## config.mk

```make
export PLATFORM = sky130hd
export DESIGN_NAME = mmc_rd_return_buf
export DESIGN_NICKNAME = d
export VERILOG_FILES = /design/src/rtl/mmc_rd_return_buf.sv
export SDC_FILE = /design/constraint.sdc
export NUM_CORES = 2
export LEC_CHECK = 0
export CAP_MARGIN = 10
export CORE_UTILIZATION = 49
export DETAILED_ROUTE_END_ITERATION = 12
export DONT_BUFFER_PORTS = 1
export GPL_ROUTABILITY_DRIVEN = 0
export PLACE_DENSITY = 0.61
export SETUP_SLACK_MARGIN = 0.2
export SYNTH_ARGS = -nofsm -noshare
export SYNTH_HDL_FRONTEND = slang
export SYNTH_SLANG_ARGS = --single-unit
```

## constraint.sdc

```tcl
create_clock -name clk -period 40 [get_ports clk]
set_clock_uncertainty 0.05 [all_clocks]
set_input_delay 6 -clock clk [delete_from_list [all_inputs] [get_ports clk]]
set_output_delay 6 -clock clk [all_outputs]
set_load 0.01 [all_outputs]
```

## src/rtl/mmc_rd_return_buf.sv

```systemverilog
// Purpose: per-channel read-return buffer; checks DFI burst framing, stores beats, replays them to the MRC and meters MMC read credits.
// Latency: a beat pushed in cycle N is presented in cycle N+1; back-to-back pops sustain 1 beat/cycle.
// Backpressure: none on the DFI input (full without pop drops and flags); MRC side is valid/ready with show-ahead head.
module mmc_rd_return_buf #(
  parameter int NUM_WORDS    = 8,
  parameter int BURST_BEATS  = 2,
  parameter int DEPTH_BURSTS = 4,
  localparam int DW          = NUM_WORDS * 32,
  localparam int DEPTH_BEATS = DEPTH_BURSTS * BURST_BEATS,
  localparam int OCC_W       = $clog2(DEPTH_BEATS + 1)
) (
  input  logic             clk,
  input  logic             reset_poweron_n,
  input  logic             dfi__rrb__valid,
  input  logic [1:0]       dfi__rrb__cntl,
  input  logic [DW-1:0]    dfi__rrb__data,
  input  logic             mmc__rrb__rd_issue,
  output logic             rrb__mmc__rd_credit_avail,
  output logic [OCC_W-1:0] rrb__mmc__occupancy,
  output logic [3:0]       rrb__mmc__err,
  output logic             rrb__mrc__valid,
  output logic [1:0]       rrb__mrc__cntl,
  output logic [DW-1:0]    rrb__mrc__data,
  input  logic             mrc__rrb__ready
);

  // Framing encoding: bit0 = start of message, bit1 = end of message
  // (MOM 2'b00, SOM 2'b01, EOM 2'b10, SOM_EOM 2'b11).
  localparam int PW = (DEPTH_BEATS > 1) ? $clog2(DEPTH_BEATS) : 1;
  localparam int BW = (BURST_BEATS > 1) ? $clog2(BURST_BEATS) : 1;
  localparam int RW = $clog2(DEPTH_BURSTS + 1);

  localparam logic [0:0] ST_IDLE     = 1'b0;
  localparam logic [0:0] ST_IN_BURST = 1'b1;

  localparam logic [BW-1:0]    LAST_POS = BW'(BURST_BEATS - 1);
  localparam logic [PW-1:0]    LAST_PTR = PW'(DEPTH_BEATS - 1);
  localparam logic [OCC_W-1:0] FULL_OCC = OCC_W'(DEPTH_BEATS);
  localparam logic [RW-1:0]    MAX_RES  = RW'(DEPTH_BURSTS);

  logic [0:0]       state;
  logic [BW-1:0]    bidx;
  logic [DW-1:0]    mem [DEPTH_BEATS];
  logic [BW-1:0]    tag [DEPTH_BEATS];
  logic [PW-1:0]    wr_ptr;
  logic [PW-1:0]    rd_ptr;
  logic [OCC_W-1:0] occ;
  logic [RW-1:0]    reserved;
  logic [RW-1:0]    pending_rx;
  logic [3:0]       err;

  logic [BW-1:0] in_pos;
  logic [BW-1:0] head_pos;
  logic [1:0]    in_cntl_exp;
  logic          in_som;
  logic          pop;
  logic          full;
  logic          push;
  logic          drop;
  logic          res_dec;
  logic          issue_ok;
  logic          pend_dec;

  // Beat position comes from the FSM alone, so a bad cntl never shifts framing.
  assign in_pos      = (state == ST_IDLE) ? '0 : bidx;
  assign in_cntl_exp = {in_pos == LAST_POS, in_pos == '0};
  assign in_som      = dfi__rrb__valid && (state == ST_IDLE);

  assign head_pos = tag[rd_ptr];
  assign pop      = rrb__mrc__valid && mrc__rrb__ready;
  assign full     = (occ == FULL_OCC);
  assign push     = dfi__rrb__valid && (!full || pop);
  assign drop     = dfi__rrb__valid && full && !pop;

  // An EOM pop frees its slot in the same cycle, so a coincident issue is still honoured.
  assign res_dec  = pop && (head_pos == LAST_POS) && (reserved != '0);
  assign issue_ok = mmc__rrb__rd_issue && ((reserved != MAX_RES) || res_dec);
  assign pend_dec = in_som && (pending_rx != '0);

  assign rrb__mrc__valid           = (occ != '0);
  assign rrb__mrc__data            = rrb__mrc__valid ? mem[rd_ptr] : '0;
  assign rrb__mrc__cntl            = rrb__mrc__valid ? {head_pos == LAST_POS, head_pos == '0} : 2'b00;
  assign rrb__mmc__rd_credit_avail = (reserved < MAX_RES);
  assign rrb__mmc__occupancy       = occ;
  assign rrb__mmc__err             = err;

  // Input framing FSM: advance by position on every valid beat, flag cntl mismatches.
  always_ff @(posedge clk or negedge reset_poweron_n) begin
    if (!reset_poweron_n) begin
      state <= ST_IDLE;
      bidx  <= '0;
    end else if (dfi__rrb__valid) begin
      if (in_pos == LAST_POS) begin
        state <= ST_IDLE;
        bidx  <= '0;
      end else begin
        state <= ST_IN_BURST;
        bidx  <= in_pos + BW'(1);
      end
    end
  end

  // Beat and position-tag storage; unreset because outputs are gated by valid.
  always_ff @(posedge clk) begin
    if (push) begin
      mem[wr_ptr] <= dfi__rrb__data;
      tag[wr_ptr] <= in_pos;
    end
  end

  // Circular FIFO pointers and occupancy.
  always_ff @(posedge clk or negedge reset_poweron_n) begin
    if (!reset_poweron_n) begin
      wr_ptr <= '0;
      rd_ptr <= '0;
      occ    <= '0;
    end else begin
      if (push) wr_ptr <= (wr_ptr == LAST_PTR) ? '0 : wr_ptr + PW'(1);
      if (pop)  rd_ptr <= (rd_ptr == LAST_PTR) ? '0 : rd_ptr + PW'(1);
      if (push && !pop)      occ <= occ + OCC_W'(1);
      else if (pop && !push) occ <= occ - OCC_W'(1);
    end
  end

  // Credit bookkeeping: reserved slots and bursts still owed on the input.
  always_ff @(posedge clk or negedge reset_poweron_n) begin
    if (!reset_poweron_n) begin
      reserved   <= '0;
      pending_rx <= '0;
    end else begin
      if (issue_ok && !res_dec)      reserved <= reserved + RW'(1);
      else if (!issue_ok && res_dec) reserved <= reserved - RW'(1);
      // pending_rx saturates so unsolicited traffic cannot wrap it
      if (issue_ok && !pend_dec && (pending_rx != '1)) pending_rx <= pending_rx + RW'(1);
      else if (!issue_ok && pend_dec)                  pending_rx <= pending_rx - RW'(1);
    end
  end

  // Sticky error flags.
  always_ff @(posedge clk or negedge reset_poweron_n) begin
    if (!reset_poweron_n) begin
      err <= '0;
    end else begin
      err <= err | {in_som && (pending_rx == '0),
                    mmc__rrb__rd_issue && !issue_ok,
                    dfi__rrb__valid && (dfi__rrb__cntl != in_cntl_exp),
                    drop};
    end
  end

endmodule

```

==> flow_metrics.py <==
metrics = {
    "synthesis": {
        "syn_avg_cell_area_um2": 23.2,
        "synth.most_common_cell": "edfxtp_1",
        "syn_nets": 3674,
        "async_flop_share_pct": 1.01,
        "yosys.area.top_type": "edfxtp_1",
        "synth_seq_cells": 2077,
        "ys_warn_count": 0,
        "yosys_most_used_dff": "edfxtp_1",
        "synth_commonest_cells": "edfxtp_1, mux4_2, nor2_1",
        "synth_edf_count": 2056,
        "syn_inst": 3400,
        "synth-seq-area-share_pct": 78.8,
        "syn_area_um2": 79000,
        "synth_cell_types": 51,
        "yosys.area.top_type_share_pct": 78.2,
        "synthTopCellsByArea": "edfxtp_1, mux4_2, mux2i_1",
    },
    "sta": {
        "fmax_mhz": 82.3,
        "hold_violations": 0,
        "rsz0062_at_grt": "no",
        "slew_headroom_pct": 16.3,
        "worst_pin_slew_ns": 1.25,
        "drv_slew": 0,
        "tns_ns": 0,
        "setup_slack_ns": 27.85,
        "finalCriticalPeriod_ns": 12.15,
        "min_period_over_period_pct": 30.4,
        "setup_viol": 0,
    },
    "power_and_ir_drop": {
        "powerDensity_nw_per_um2": 73.9,
        "p_switching_uw": 2000,
        "cellLeakagePower_uw": 0.0280,
        "swShare_pct": 30.8,
        "share_comb_of_total_power_pct": 28.4,
        "intPower_uw": 4500,
        "seqPwrFrac_pct": 43.3,
        "power_frac_clock_pct": 28.3,
        "irDropWorstVdd_mv": 0.0744,
    },
    "cts": {
        "cts_hold_buf": 0,
        "cts_tree": "yes",
        "cts.sinks": 2077,
        "cts_setup_buffers": 0,
        "clk_latency_ns": 0.78,
        "post_cts_resize_count": 0,
        "clockRootBuffer": "clkbuf_16",
        "clockBufferDepth": 3,
        "cts_made_buffers": 205,
        "path_clk_slew_ns": 0.06,
        "cts_htree_levels": 4,
    },
    "detailed_routing": {
        "drc": 0,
        "avgViaCountPerCell": 5.90,
        "first_pass_iters": 5,
        "ant_nets": 0,
        "wl_per_cell_um": 29.0,
        "drt_iter0_drc": 2454,
        "num_vias": 34200,
        "wl_um": 168000,
    },
    "grt": {
        "antenna_found_initial": 2,
        "grt_max_degree": 157,
        "grt_first_pass_wirelength_um": 245000,
        "grt_usage_pct": 20.8,
        "gr-total-overflow": 0,
        "grt_pass1_vias": 36700,
    },
    "critical_path": {
        "critical_path_class": "reg2out",
        "reg2reg_setup_slack_ns": 34.45,
        "critPathMaxFanout": 68,
        "r2r_cells": 9,
        "reg2reg_to": "mem[3][121]",
        "endpoint_kind": "output pin",
        "required_ns": 33.95,
        "worstPathArrival_ns": 6.10,
        "start_kind": "flip-flop",
        "r2r_start": "rrb__mmc__occupancy[0]",
    },
    "flow_run": {
        "drv_cap": 0,
    },
    "floorplanning": {
        "die_area_um2": 163000,
        "die-height_um": 403,
        "ios": 531,
        "die_w_um": 403,
        "coreArea_um2": 159000,
        "start_util_pct": 49.6,
        "num_rows": 146,
    },
    "finish": {
        "nFillCells": 11700,
        "layout-drive-gt1-share_pct": 23.7,
        "finalNetCount": 3764,
        "syn_to_final_growth_pct": 11.4,
    },
    "placed_design": {
        "portBuffers": 0,
        "pre_cts_slack_ns": 28.62,
        "hpwl_um": 90200,
    },
    "hold_path": {
        "hold_depth": 1,
        "hold_class": "reg2reg",
        "hp-start": "rrb__mmc__err[1]",
        "hold-path-endpoint": "rrb__mmc__err[1]",
    },
    "run_status": {
        "status": "completed",
    },
}
-- kinds of logic after synthesis --
family	share of synthesized area [%]
AND/OR/NAND/NOR	1.57
buffers and inverters	1.00
flip-flops	78.8
multiplexers	18.0
XOR/XNOR	0.0887
adder cells (fa/ha/maj)	0.203
AO/OA/AOI/OAI	0.320
-- cells in the final DEF, fill, tap and decap left out, types with 14 or more instances in the layout --
cell type     n
clkinv_2     30
bufinv_16    15
mux4_2      512
clkbuf_16   212
clkinv_1     49
mux2i_1     260
edfxtp_1   2056
dfrtp_1      18
buf_4        48
nor2_1      262
nand2_1      14
clkbuf_1     41
-- final cells by class --
type / count / area, um^2 / share of cell area [%]
Tap cell: 2146 / 2690 / 3.05
Sequential cell: 2077 / 62300 / 70.8
Multi-Input combinational cell: 1136 / 16000 / 18.1
Inverter: 12 / 45.0 / 0.0512
Timing Repair Buffer: 58 / 561 / 0.637
Clock inverter: 110 / 1000 / 1.14
Clock buffer: 253 / 5460 / 6.20
Antenna cell: 4 / 10.0 / 0.0114
-- per-stage QoR --
stage	total power, uW	hold WS [ns]	cells	cell area [um^2]	utilization [%]
after floorplan	4380	0.443	3400	79000	-
after global placement	4710	0.489	5429	81500	51.2
after detailed placement	4750	0.500	5429	81500	51.2
after CTS	6600	0.513	5792	88000	55.3
after global routing	6770	0.536	5795	88000	55.3
final	6500	0.505	5796	88000	55.3
-- routing by layer --
metal | vias to the layer above | wire [um] | GRT usage (%)
met5 | - | 0 | 0
met4 | 0 | 4420 | 6.40
met3 | 260 | 14200 | 6.75
met2 | 1008 | 85700 | 35.3
met1 | 18500 | 63800 | 25.4
li1 | 14400 | - | -
-- power by group through the flow --
stage	Clock (uW)	Combinational (uW)	Sequential (uW)
after floorplan	0	1410	2970
after global placement	0	1870	2840
after detailed placement	0	1890	2870
after CTS	1880	1890	2820
after global routing	1960	1980	2840
final	1840	1850	2820
-- how the worst max path moves through the flow --
| stage | depth (start not counted) | slack [ns] | from | endpoint |
|---|---|---|---|---|
| detailed placement | 7 | 28.62 | rd_ptr[1] | rrb__mrc__data[165] |
| floorplan | 3 | 7.96 | mrc__rrb__ready | mem[0][0] |
| global route | 7 | 27.58 | rd_ptr[1] | rrb__mrc__data[154] |
| CTS | 7 | 27.75 | rd_ptr[1] | rrb__mrc__data[165] |
| finish | 7 | 27.85 | rd_ptr[1] | rrb__mrc__data[154] |
| global placement | 7 | 28.72 | rd_ptr[1] | rrb__mrc__data[154] |
-- registers in the layout (all words and copies together) (netlist names) --
| name | count |
|---|---|
| reserved | 3 |
| rrb__mmc__occupancy | 4 |
| rd_ptr | 3 |
| mem | 2048 |
| wr_ptr | 3 |
| state | 1 |
| rrb__mmc__err | 4 |
| tag | 8 |
| pending_rx | 3 |
-- worst max-delay path, cell delays in order (launching register included) --
cell	delay (ns)
dfrtp_4	0.94
buf_4	0.68
buf_4	0.84
buf_4	0.80
buf_4	0.89
mux4_2	0.36
mux2i_1	0.08
nor2_1	0.46
Note: power is estimated with default switching activity, not from simulation.
==> edit, RTL diff (same settings) <==
`BURST_BEATS`: 2 -> 1.
--- a/src/rtl/mmc_rd_return_buf.sv
+++ b/src/rtl/mmc_rd_return_buf.sv
@@ -3,7 +3,7 @@
 // Backpressure: none on the DFI input (full without pop drops and flags); MRC side is valid/ready with show-ahead head.
 module mmc_rd_return_buf #(
   parameter int NUM_WORDS    = 8,
-  parameter int BURST_BEATS  = 2,
+  parameter int BURST_BEATS  = 1,
   parameter int DEPTH_BURSTS = 4,
   localparam int DW          = NUM_WORDS * 32,
   localparam int DEPTH_BEATS = DEPTH_BURSTS * BURST_BEATS,
Interface: changed (resized rrb__mmc__occupancy); port bits go from 531 to 530. The function was not compared with the original's and may differ.
==> edit against the original RTL <==
Final area fell by 50%; sequential power down 47%; sequential cell count down 1036; hold slack got worse by 0.030 ns; total power down 46%; fmax grew 11%; setup slack improved by 1.2 ns; synthesized cell count shrank 50%; first-iteration DRC count decreased by 61%; wire length decreased by 53%; register-to-register slack gained 1.6 ns; area after synthesis down 50%; die area shrank 50%; largest cell class unchanged; highest routed layer unchanged.
==> edit: results <==
group,metric,value,unit
grt,grt_max_degree,170,
setup_path,critical_path.slowest_cell,"dfrtp_4",
setup_path,setup.worst_path.start,"rd_ptr[0]",
drt,first_pass_iters,4,
setup_path,crit_end,"rrb__mrc__data[103]",
final_layout,fillCellCount,5822,
grt,use_met1,22.8,%
synthesis,postSynth.asyncResetShare,1.63,%
power_and_ir_drop,ir_drop,0.0813,mV
setup_path,r2r_cells,5,
setup_path,regToRegSetupSlack,36.02,ns
clock_network,htreeDepth,3,
setup_path,r2r_end,"mem[3][120]",
setup_path,crit_fanout,45,
setup_path,cp_data_arrival_time,4.91,ns
grt,use_met3,7.49,%
drt,drt-initial-drc-count,969,
synthesis,syn_nets,1981,
placed_design,dp_hpwl,46100,µm
status,outcome,"completed",
sta,relSlewSlack,1.68,%
clock_network,numCtsBuffers,105,
final_layout,largest_reg_flops,1024,
sta,fin_ws,29.04,ns
synthesis,synth_edf_count,1024,
drt,via_per_inst,5.73,
setup_path,reg2reg_from,"rrb__mmc__occupancy[2]",
clock_network,cts_resized,0,
synthesis,synth.area.top_cells,"edfxtp_1 78%, mux4_2 15%, and2_1 4.1%",
synthesis,ys_types,31,
grt,first_global_vias,17400,
grt,grt_first_pass_wirelength,115000,µm
grt,track_usage,19.0,%
clock_network,insertion_delay,0.65,ns
grt,grt_use_met2,31.5,%
drt,drt-total-wl,78500,µm
final_layout,drive_above_1_share,24.2,%
## edit: cell count changes after synthesis, sizes merged, moves of 3 or more
cell	unedited run	this run
nand3	3	0
clkbuf	68	33
a21oi	4	1
nor3	7	2
inv	12	7
and2	3	260
mux2i	260	2
nor2	265	3
nand2b	4	0
edfxtp	2056	1024
mux4	512	256
nand2	14	5
buf	107	57
dfrtp	21	17
## edit: how the worst min path moves through the flow
stage                startpoint                to  slack, ns  depth (start not counted)
4_1_cts        rrb__mmc__err[1]  rrb__mmc__err[1]       0.48                          1
3_3_place_gp      pending_rx[2]     pending_rx[2]       0.46                          1
5_1_grt           pending_rx[2]     pending_rx[2]       0.49                          1
3_5_place_dp   rrb__mmc__err[1]  rrb__mmc__err[1]       0.46                          1
2_1_floorplan     pending_rx[2]     pending_rx[2]       0.44                          1
6_report       rrb__mmc__err[1]  rrb__mmc__err[1]       0.47                          1
## edit: cell type report
cell class,count,area (µm²),area share [%]
diodes,1,2.50,0.00566
clock buffers,123,2740,6.19
clock inverters,75,890,2.01
inverters,7,26.3,0.0594
multi-input cells,570,7880,17.8
flip-flops and latches,1041,31200,70.5
well taps,1050,1310,2.97
repair buffers,19,193,0.436
## edit: cells by family after synthesis
| kind of cell | synth area share [%] |
|---|---|
| flops | 78.6 |
| simple gates | 4.31 |
| fa+ha+maj | 0.372 |
| xor+xnor | 0.177 |
| mux | 14.7 |
| buf+inv | 1.52 |
| compound gates | 0.278 |
## edit: worst register-to-register path, stage by stage (launching register included)
cell	delay (ns)
dfrtp_1	0.50
nor4b_1	0.21
nor2b_1	0.51
and2_4	0.91
buf_4	0.63
buf_4	0.74
## edit: routing by layer
metal	routed length, µm	part of all wire [%]
met3	7280	9.3
met1	29200	37
met4	2210	2.8
met5	0	0
met2	39800	51
## edit: stage by stage
stage | cells | utilization (%) | area [µm²] | hold WS (ns)
after floorplan | 1708 | - | 39600 | 0.440
after global placement | 2687 | 51.1 | 40600 | 0.458
after detailed placement | 2687 | 51.1 | 40600 | 0.463
after CTS | 2885 | 55.6 | 44200 | 0.476
after global routing | 2885 | 55.6 | 44200 | 0.495
final | 2886 | 55.6 | 44200 | 0.475
## edit: where the power goes
group          leakage, µW  switching, µW  total, µW  internal, µW
clock network      0.00176            405       1010           602
registers          0.00958           64.3       1500          1430
logic              0.00256            580        977           397
